`config.mk`:
```
export PLATFORM = sky130hd
export DESIGN_NAME = hazard_control_unit
export DESIGN_NICKNAME = d
export VERILOG_FILES = /design/src/rtl/hazard_control_unit.sv
export SDC_FILE = /design/constraint.sdc
export NUM_CORES = 1
export LEC_CHECK = 0
export ABC_AREA = 1
export CELL_PAD_IN_SITES_DETAIL_PLACEMENT = 0
export CELL_PAD_IN_SITES_GLOBAL_PLACEMENT = 1
export CORE_MARGIN = 2
export CORE_UTILIZATION = 32
export CTS_BUF_LIST = sky130_fd_sc_hd__clkbuf_4
export CTS_CLUSTER_DIAMETER = 50
export DETAILED_ROUTE_END_ITERATION = 12
export PLACE_DENSITY_LB_ADDON = 0.1
export SYNTH_ARGS = -nofsm -noshare
export SYNTH_HDL_FRONTEND = slang
export SYNTH_SLANG_ARGS = --single-unit
export TNS_END_PERCENT = 100
```
`constraint.sdc`:
```
create_clock -name clk -period 1.62 [get_ports clk]
set_clock_uncertainty 0.2 [all_clocks]
set_input_delay 0.162 -clock clk [delete_from_list [all_inputs] [get_ports clk]]
set_output_delay 0.162 -clock clk [all_outputs]
set_load 0.05 [all_outputs]
```
`src/rtl/hazard_control_unit.sv`:
```
// hazard_control_unit
//   Stall/flush control for the 5-stage pipeline. It detects load-use hazards
//   between the instruction in ID and a load in EX, and it detects taken
//   branches resolved in EX. It drives the ID control-zeroing flush, the IF/ID
//   flush and write enables, and the PC write enable. A small FSM stretches
//   stalls and flushes over several cycles. Two saturating counters record the
//   number of hazard events.
//
//   Ports
//     clk, rst_n                 clock, asynchronous active-low reset
//     ifid_rs, ifid_rt           source fields of the instruction in ID
//     ifid_uses_rt               ID instruction reads rt
//     idex_mem_read, idex_rt     EX instruction is a load, and its destination
//     ex_br_taken                branch in EX resolved taken
//     cnt_clr                    synchronous clear of both counters
//     flush                      zero the ID-stage controls
//     ifid_flush                 IF/ID loads a NOP
//     pc_write, ifid_write       PC and IF/ID register enables
//     stall_cnt, flush_cnt       saturating counts of load-use hazards and taken branches
module hazard_control_unit #(
    parameter int STALL_CYCLES = 1,
    parameter int FLUSH_CYCLES = 1,
    parameter int CNT_W        = 16
) (
    input  logic             clk,
    input  logic             rst_n,
    input  logic [4:0]       ifid_rs,
    input  logic [4:0]       ifid_rt,
    input  logic             ifid_uses_rt,
    input  logic             idex_mem_read,
    input  logic [4:0]       idex_rt,
    input  logic             ex_br_taken,
    input  logic             cnt_clr,
    output logic             flush,
    output logic             ifid_flush,
    output logic             pc_write,
    output logic             ifid_write,
    output logic [CNT_W-1:0] stall_cnt,
    output logic [CNT_W-1:0] flush_cnt
);

    typedef enum logic [1:0] {RUN, STALL, FLUSH} state_t;

    state_t           state_q, state_d;
    logic [7:0]       rem_q, rem_d;
    logic [CNT_W-1:0] stall_cnt_q, stall_cnt_d;
    logic [CNT_W-1:0] flush_cnt_q, flush_cnt_d;
    logic             lu_haz;
    logic             stall_inc;
    logic             flush_inc;

    // A load writing r0 never creates a real dependency.
    assign lu_haz = idex_mem_read && (idex_rt != 5'd0) &&
                    ((idex_rt == ifid_rs) || (ifid_uses_rt && (idex_rt == ifid_rt)));

    always_comb begin
        state_d    = state_q;
        rem_d      = rem_q;
        stall_inc  = 1'b0;
        flush_inc  = 1'b0;
        flush      = 1'b0;
        ifid_flush = 1'b0;
        pc_write   = 1'b1;
        ifid_write = 1'b1;

        if (ex_br_taken) begin
            // A taken branch overrides any stall or flush in progress and
            // restarts the flush window. The PC still loads the branch target.
            flush      = 1'b1;
            ifid_flush = 1'b1;
            flush_inc  = 1'b1;
            if (FLUSH_CYCLES > 1) begin
                state_d = FLUSH;
                rem_d   = 8'(FLUSH_CYCLES - 1);
            end else begin
                state_d = RUN;
                rem_d   = 8'd0;
            end
        end else begin
            case (state_q)
                RUN: begin
                    if (lu_haz) begin
                        flush      = 1'b1;
                        pc_write   = 1'b0;
                        ifid_write = 1'b0;
                        stall_inc  = 1'b1;
                        if (STALL_CYCLES > 1) begin
                            state_d = STALL;
                            rem_d   = 8'(STALL_CYCLES - 1);
                        end
                    end
                end
                STALL: begin
                    // A hazard seen during the stall is the same hazard.
                    // It is not counted a second time.
                    flush      = 1'b1;
                    pc_write   = 1'b0;
                    ifid_write = 1'b0;
                    if (rem_q == 8'd1) begin
                        state_d = RUN;
                        rem_d   = 8'd0;
                    end else begin
                        rem_d = rem_q - 8'd1;
                    end
                end
                FLUSH: begin
                    flush      = 1'b1;
                    ifid_flush = 1'b1;
                    if (rem_q == 8'd1) begin
                        state_d = RUN;
                        rem_d   = 8'd0;
                    end else begin
                        rem_d = rem_q - 8'd1;
                    end
                end
                default: begin
                    state_d = RUN;
                    rem_d   = 8'd0;
                end
            endcase
        end

        // While reset is held, freeze the front end and squash ID.
        if (!rst_n) begin
            flush      = 1'b1;
            ifid_flush = 1'b1;
            pc_write   = 1'b0;
            ifid_write = 1'b0;
        end
    end

    // The clear has priority over an increment. The counters stick at all-ones.
    always_comb begin
        stall_cnt_d = stall_cnt_q;
        flush_cnt_d = flush_cnt_q;
        if (cnt_clr) begin
            stall_cnt_d = '0;
            flush_cnt_d = '0;
        end else begin
            if (stall_inc && (stall_cnt_q != {CNT_W{1'b1}})) begin
                stall_cnt_d = stall_cnt_q + 1'b1;
            end
            if (flush_inc && (flush_cnt_q != {CNT_W{1'b1}})) begin
                flush_cnt_d = flush_cnt_q + 1'b1;
            end
        end
    end

    always_ff @(posedge clk or negedge rst_n) begin
        if (!rst_n) begin
            state_q     <= RUN;
            rem_q       <= 8'd0;
            stall_cnt_q <= '0;
            flush_cnt_q <= '0;
        end else begin
            state_q     <= state_d;
            rem_q       <= rem_d;
            stall_cnt_q <= stall_cnt_d;
            flush_cnt_q <= flush_cnt_d;
        end
    end

    assign stall_cnt = stall_cnt_q;
    assign flush_cnt = flush_cnt_q;

endmodule

```
Yosys cells after proc, flatten, opt, wreduce, memory -nomap -nowiden
Index checks and enable logic that the tools add are counted.

storage, ports and cells
  flip-flop bits (word level) = 42

cells by class
  add/sub/neg operators = 3
  eq/ne operators = 9
  mux-type cells = 24
  reductions and logical operators = 12

operator list
  kind                   number
  $mux 16                4
  $add 16x1->16 const B  2
  $ne 16x16->1 const B   2
  $mux 8                 2
  $pmux 8 s2             1
  $mux 1                 12
  $eq 5x5->1             2
  $eq 8x1->1 const B     1
  $sub 8x1->8 const B    1
  $logic_and 1x1->1      5
  $reduce_bool 5->1      1
  $mux 2                 2
  $pmux 1 s2             2
  $pmux 2 s2             1
  $reduce_bool 2->1      2
  $ne 3x1->1 const B     1
  $eq 2x1->1 const B     1
  $eq 2x2->1 const B     1
  $logic_not 2->1        1
  $ne 2x2->1 const B     1
  $reduce_and 2->1       1
  $reduce_or 2->1        1
  $logic_or 1x1->1       1

Longest topological paths before layout
  depth after elaboration = 10
  gate-level depth with buffers = 11
  gate-level depth less buffers = 10

Worst setup path after synthesis
No wires, ideal clock.

  path type = reg2reg
  start = register stall_cnt_q[0] (netlist: stall_cnt[0])
  end = register stall_cnt_q[0] (netlist: stall_cnt[0])
  arrival time = 1,791 ps
  required time = 1,301 ps
  setup slack = -490 ps
  cell stages (with the launch flop) = 10
  path buffers = 1
  path through = dfrtp_1 > ha_1 > nand3_2 > nor2_4 > nand3_2 > nand4_4 > nand2_4 > buf_6 > nand2_1 > nand2_1

on the way
  word-level cells in the longest chain between the ends = 3
  elaborated cells on any way between the ends = 6
  classes of those cells = add/sub: 1; eq/ne: 1; mux: 2; reduce/logical: 2

RTL lines
  element                                               RTL line  RTL
  start, declared                                       46        logic [CNT_W-1:0] stall_cnt_q, stall_cnt_d;
  start signal, assigned                                158       stall_cnt_q <= stall_cnt_d;
  $add 16x1->16 / $ne 16x16->1 (equally long branches)  141, 140
  $mux 16 / $logic_and 1x1->1 (equally long branches)   140       if (stall_inc && (stall_cnt_q != {CNT_W{1'b1}})) begin
  $mux 16 / $reduce_bool 2->1 (equally long branches)   --

Several ways; a longest one is shown, not always the timed one. The select of a mux whose other input is x is not followed.
A chain may end at the register's enable or synchronous reset.

Final worst setup path
  start = register flush_cnt_q[1] (netlist: flush_cnt[1])
  end = register flush_cnt_q[12] (netlist: flush_cnt[12])

on the way
  word-level cells in the longest chain between the ends = 3
  elaborated cells on any way between the ends = 6
  classes of those cells = add/sub: 1; eq/ne: 1; mux: 2; reduce/logical: 2

RTL lines
  element                                               RTL line  RTL
  start, declared                                       47        logic [CNT_W-1:0] flush_cnt_q, flush_cnt_d;
  start signal, assigned                                159       flush_cnt_q <= flush_cnt_d;
  $add 16x1->16 / $ne 16x16->1 (equally long branches)  144, 143
  $mux 16 / $logic_and 1x1->1 (equally long branches)   143       if (flush_inc && (flush_cnt_q != {CNT_W{1'b1}})) begin
  $mux 16 / $reduce_bool 2->1 (equally long branches)   --

Several ways; a longest one is shown, not always the timed one. The select of a mux whose other input is x is not followed.

==> reports/metrics.cfg <==
[global_routing]
grt_max_degree=27
grt_pass1_wl_um=10900
antenna_found_initial=0
grt_usage=0.181
grt_pass1_vias=2413
grt_remaining_overflow=0

[worst_hold_path]
hold_start=ex_br_taken
holdPathStages=3
hp-class=primary input to flip-flop

[layout]
n_antenna_cell=0
drive_gt1_frac=0.461
fin_nets=481
nFillCells=603
syn_to_final_growth_pct=80.9
multi_input_area_um2=1450
final-seq-area_um2=841
layoutNonFillerInstCount=554

[timing]
rsz0062_at_grt=yes
slew_headroom=0.760
final.min_clock_period_ns=1.67
worst_slack_ns=-0.0523
fmax_mhz=598
tightestPinTransition_ns=0.361
finalCritPeriodShare=1.03
hold_viol_final=0
finalMaxSlewViolations=0
setup_viol=10

[synthesis]
synth.most_common_cell=nand2_1
syn-instance-count=329
synth.avg_cell_area_um2=6.81
synth_top_area_share=0.358
synth-edff-count=0
synth_cell_types=30
synthTopCellsByCount=nand2_1 (104), nor2_1 (39), inv_1 (34), dfrtp_1 (32), nand3_1 (32)
async_flop_share=1.00
syn_area_um2=2240
synth_seq_area_share=0.358
synthFlopType=dfrtp_1
synth_top_area_cell=dfrtp_1
ys_ff_latch=32
syn_nets=352
yosysWarnings=0
synthTopCellsByArea=dfrtp_1 (36%), nand2_1 (17%), nand3_1 (7.2%)

[pwr]
power.density_nw_per_um2=448
cellLeakagePower_uw=0.00180
ir_worst_vdd_mv=0.289

[critical_path]
setup.worst_path.class=flip-flop to flip-flop
critPathLaunch=flush_cnt[1]$_DFFE_PN0P_
cp_max_fo=4
worstPathArrival_ns=1.74
crit_required_ns=1.68
reg2reg_depth=9
timing.rr.start=flush_cnt[1]$_DFFE_PN0P_
cp-end-kind=flip-flop
cp-start-kind=flip-flop

[floorplan]
core_um2=6790
die_h_um=87.7
num_rows=30
die_w_um=87.7
io_pins=57
start_util=0.330
dieArea_um2=7680

[clock_tree]
clock_sinks=32
cts_buffers=5
tritoncts=built
hold_buffers=0
path_clk_slew_ns=0.11
h-tree-depth=2
root_buffer=clkbuf_4
insertion_delay_ns=0.35
clockBufferDepth=2

[place]
routabilityCongestion=0.839
preCtsSetupSlack_ns=-0.425
place_inst=535
dpl.hpwl_um=5040
portBuffers=56

[detailed_routing]
viasPerCell=4.57
first_pass_iters=4
drt-initial-drc-count=111
totalWireLength_um=6610
post_drt_wl_per_cell_um=11.9
antenna_left=0
drc=0
via_count=2530

[flow_run]
cap_violations=0

[run_status]
run_status=finished, violations left
failed_checks=negative setup slack

-- cells in the final DEF, fill, tap and decap left out, drive strengths merged, types with 4 or more instances in the layout --
| cell | instances |
|---|---|
| o31ai | 6 |
| nand4 | 9 |
| xor2 | 13 |
| dfrtp | 32 |
| nand2 | 106 |
| nor2 | 42 |
| nand3 | 36 |
| o21ai | 12 |
| nor3 | 10 |
| inv | 38 |
| a21oi | 4 |
| xnor2 | 5 |
| clkbuf | 12 |
| buf | 115 |
-- routing by layer --
metal  GRT usage  vias up  wire (um)
met5           0        -          0
met4      0.0490        0         51
met3      0.0292        8        254
met2       0.319       55       3410
met1       0.228     1159       2890
li1            -     1308          -
-- repair_timing --
action,CTS,global route
resized for setup,43,38
endpoints found under the setup margin,26,36
gates cloned,0,0
pin swaps,20,15
buffers inserted,8,4
-- where the power goes --
part	switching, uW	internal [uW]
registers	26.1	819
logic	278	253
clock network	286	151
total	590	1220
-- layout make-up --
class / instances / share of cell area
Inverter: 38 / 0.0358
Timing Repair Buffer: 132 / 0.357
Clock inverter: 2 / 0.00185
Clock buffer: 5 / 0.00926
Tap cell: 96 / 0.0296
Multi-Input combinational cell: 249 / 0.359
Sequential cell: 32 / 0.208
-- through the flow --
stage                     area (um2)   util  setup TNS (ns)  hold slack (ns)  total power [uW]
after floorplan                 2380      -           -3.69           -0.334              1090
after CTS                       3980  0.585          -0.519           0.0920              1840
after detailed placement        3830  0.564           -7.45            0.281              1390
final                           4050  0.596          -0.281           0.0578              1810
after global placement          3830  0.564           -6.64            0.278              1380
after global routing            4050  0.596           -2.80           0.0794              1900
-- logic make-up after synthesis --
kind of cell	count (synthesis)	synth area share
adder cells (fa/ha/maj)	2	0.0112
AO/OA/AOI/OAI	25	0.0659
XOR/XNOR	18	0.0704
buffers and inverters	48	0.0899
AND/OR/NAND/NOR	204	0.405
flip-flops	32	0.358
-- path summary, 6_finish.rpt --
path,end,slack [ns]
setup / recovery,flush_cnt[12]$_DFFE_PN0P_,-0.05
hold / removal,flush_cnt[6]$_DFFE_PN0P_,0.06
max in group asynchronous,flush_cnt[9]$_DFFE_PN0P_,0.70
hold reg to reg,flush_cnt[7]$_DFFE_PN0P_,0.30
setup reg to reg,flush_cnt[12]$_DFFE_PN0P_,-0.05
min in group asynchronous,flush_cnt[14]$_DFFE_PN0P_,0.09
-- registers in the layout (all words and copies together) (netlist names) --
register and count:
flush_cnt 16, stall_cnt 16
-- worst max-delay path: stages, from the launching register on --
cell     delay (ns)
dfrtp_2        0.45
ha_4           0.18
nand3_4        0.09
nor2_4         0.05
nand3_4        0.07
nand2_4        0.07
buf_4          0.16
o21ai_1        0.13
nand2_1        0.08
a21oi_2        0.10
(Power assumes the default switching activity.)
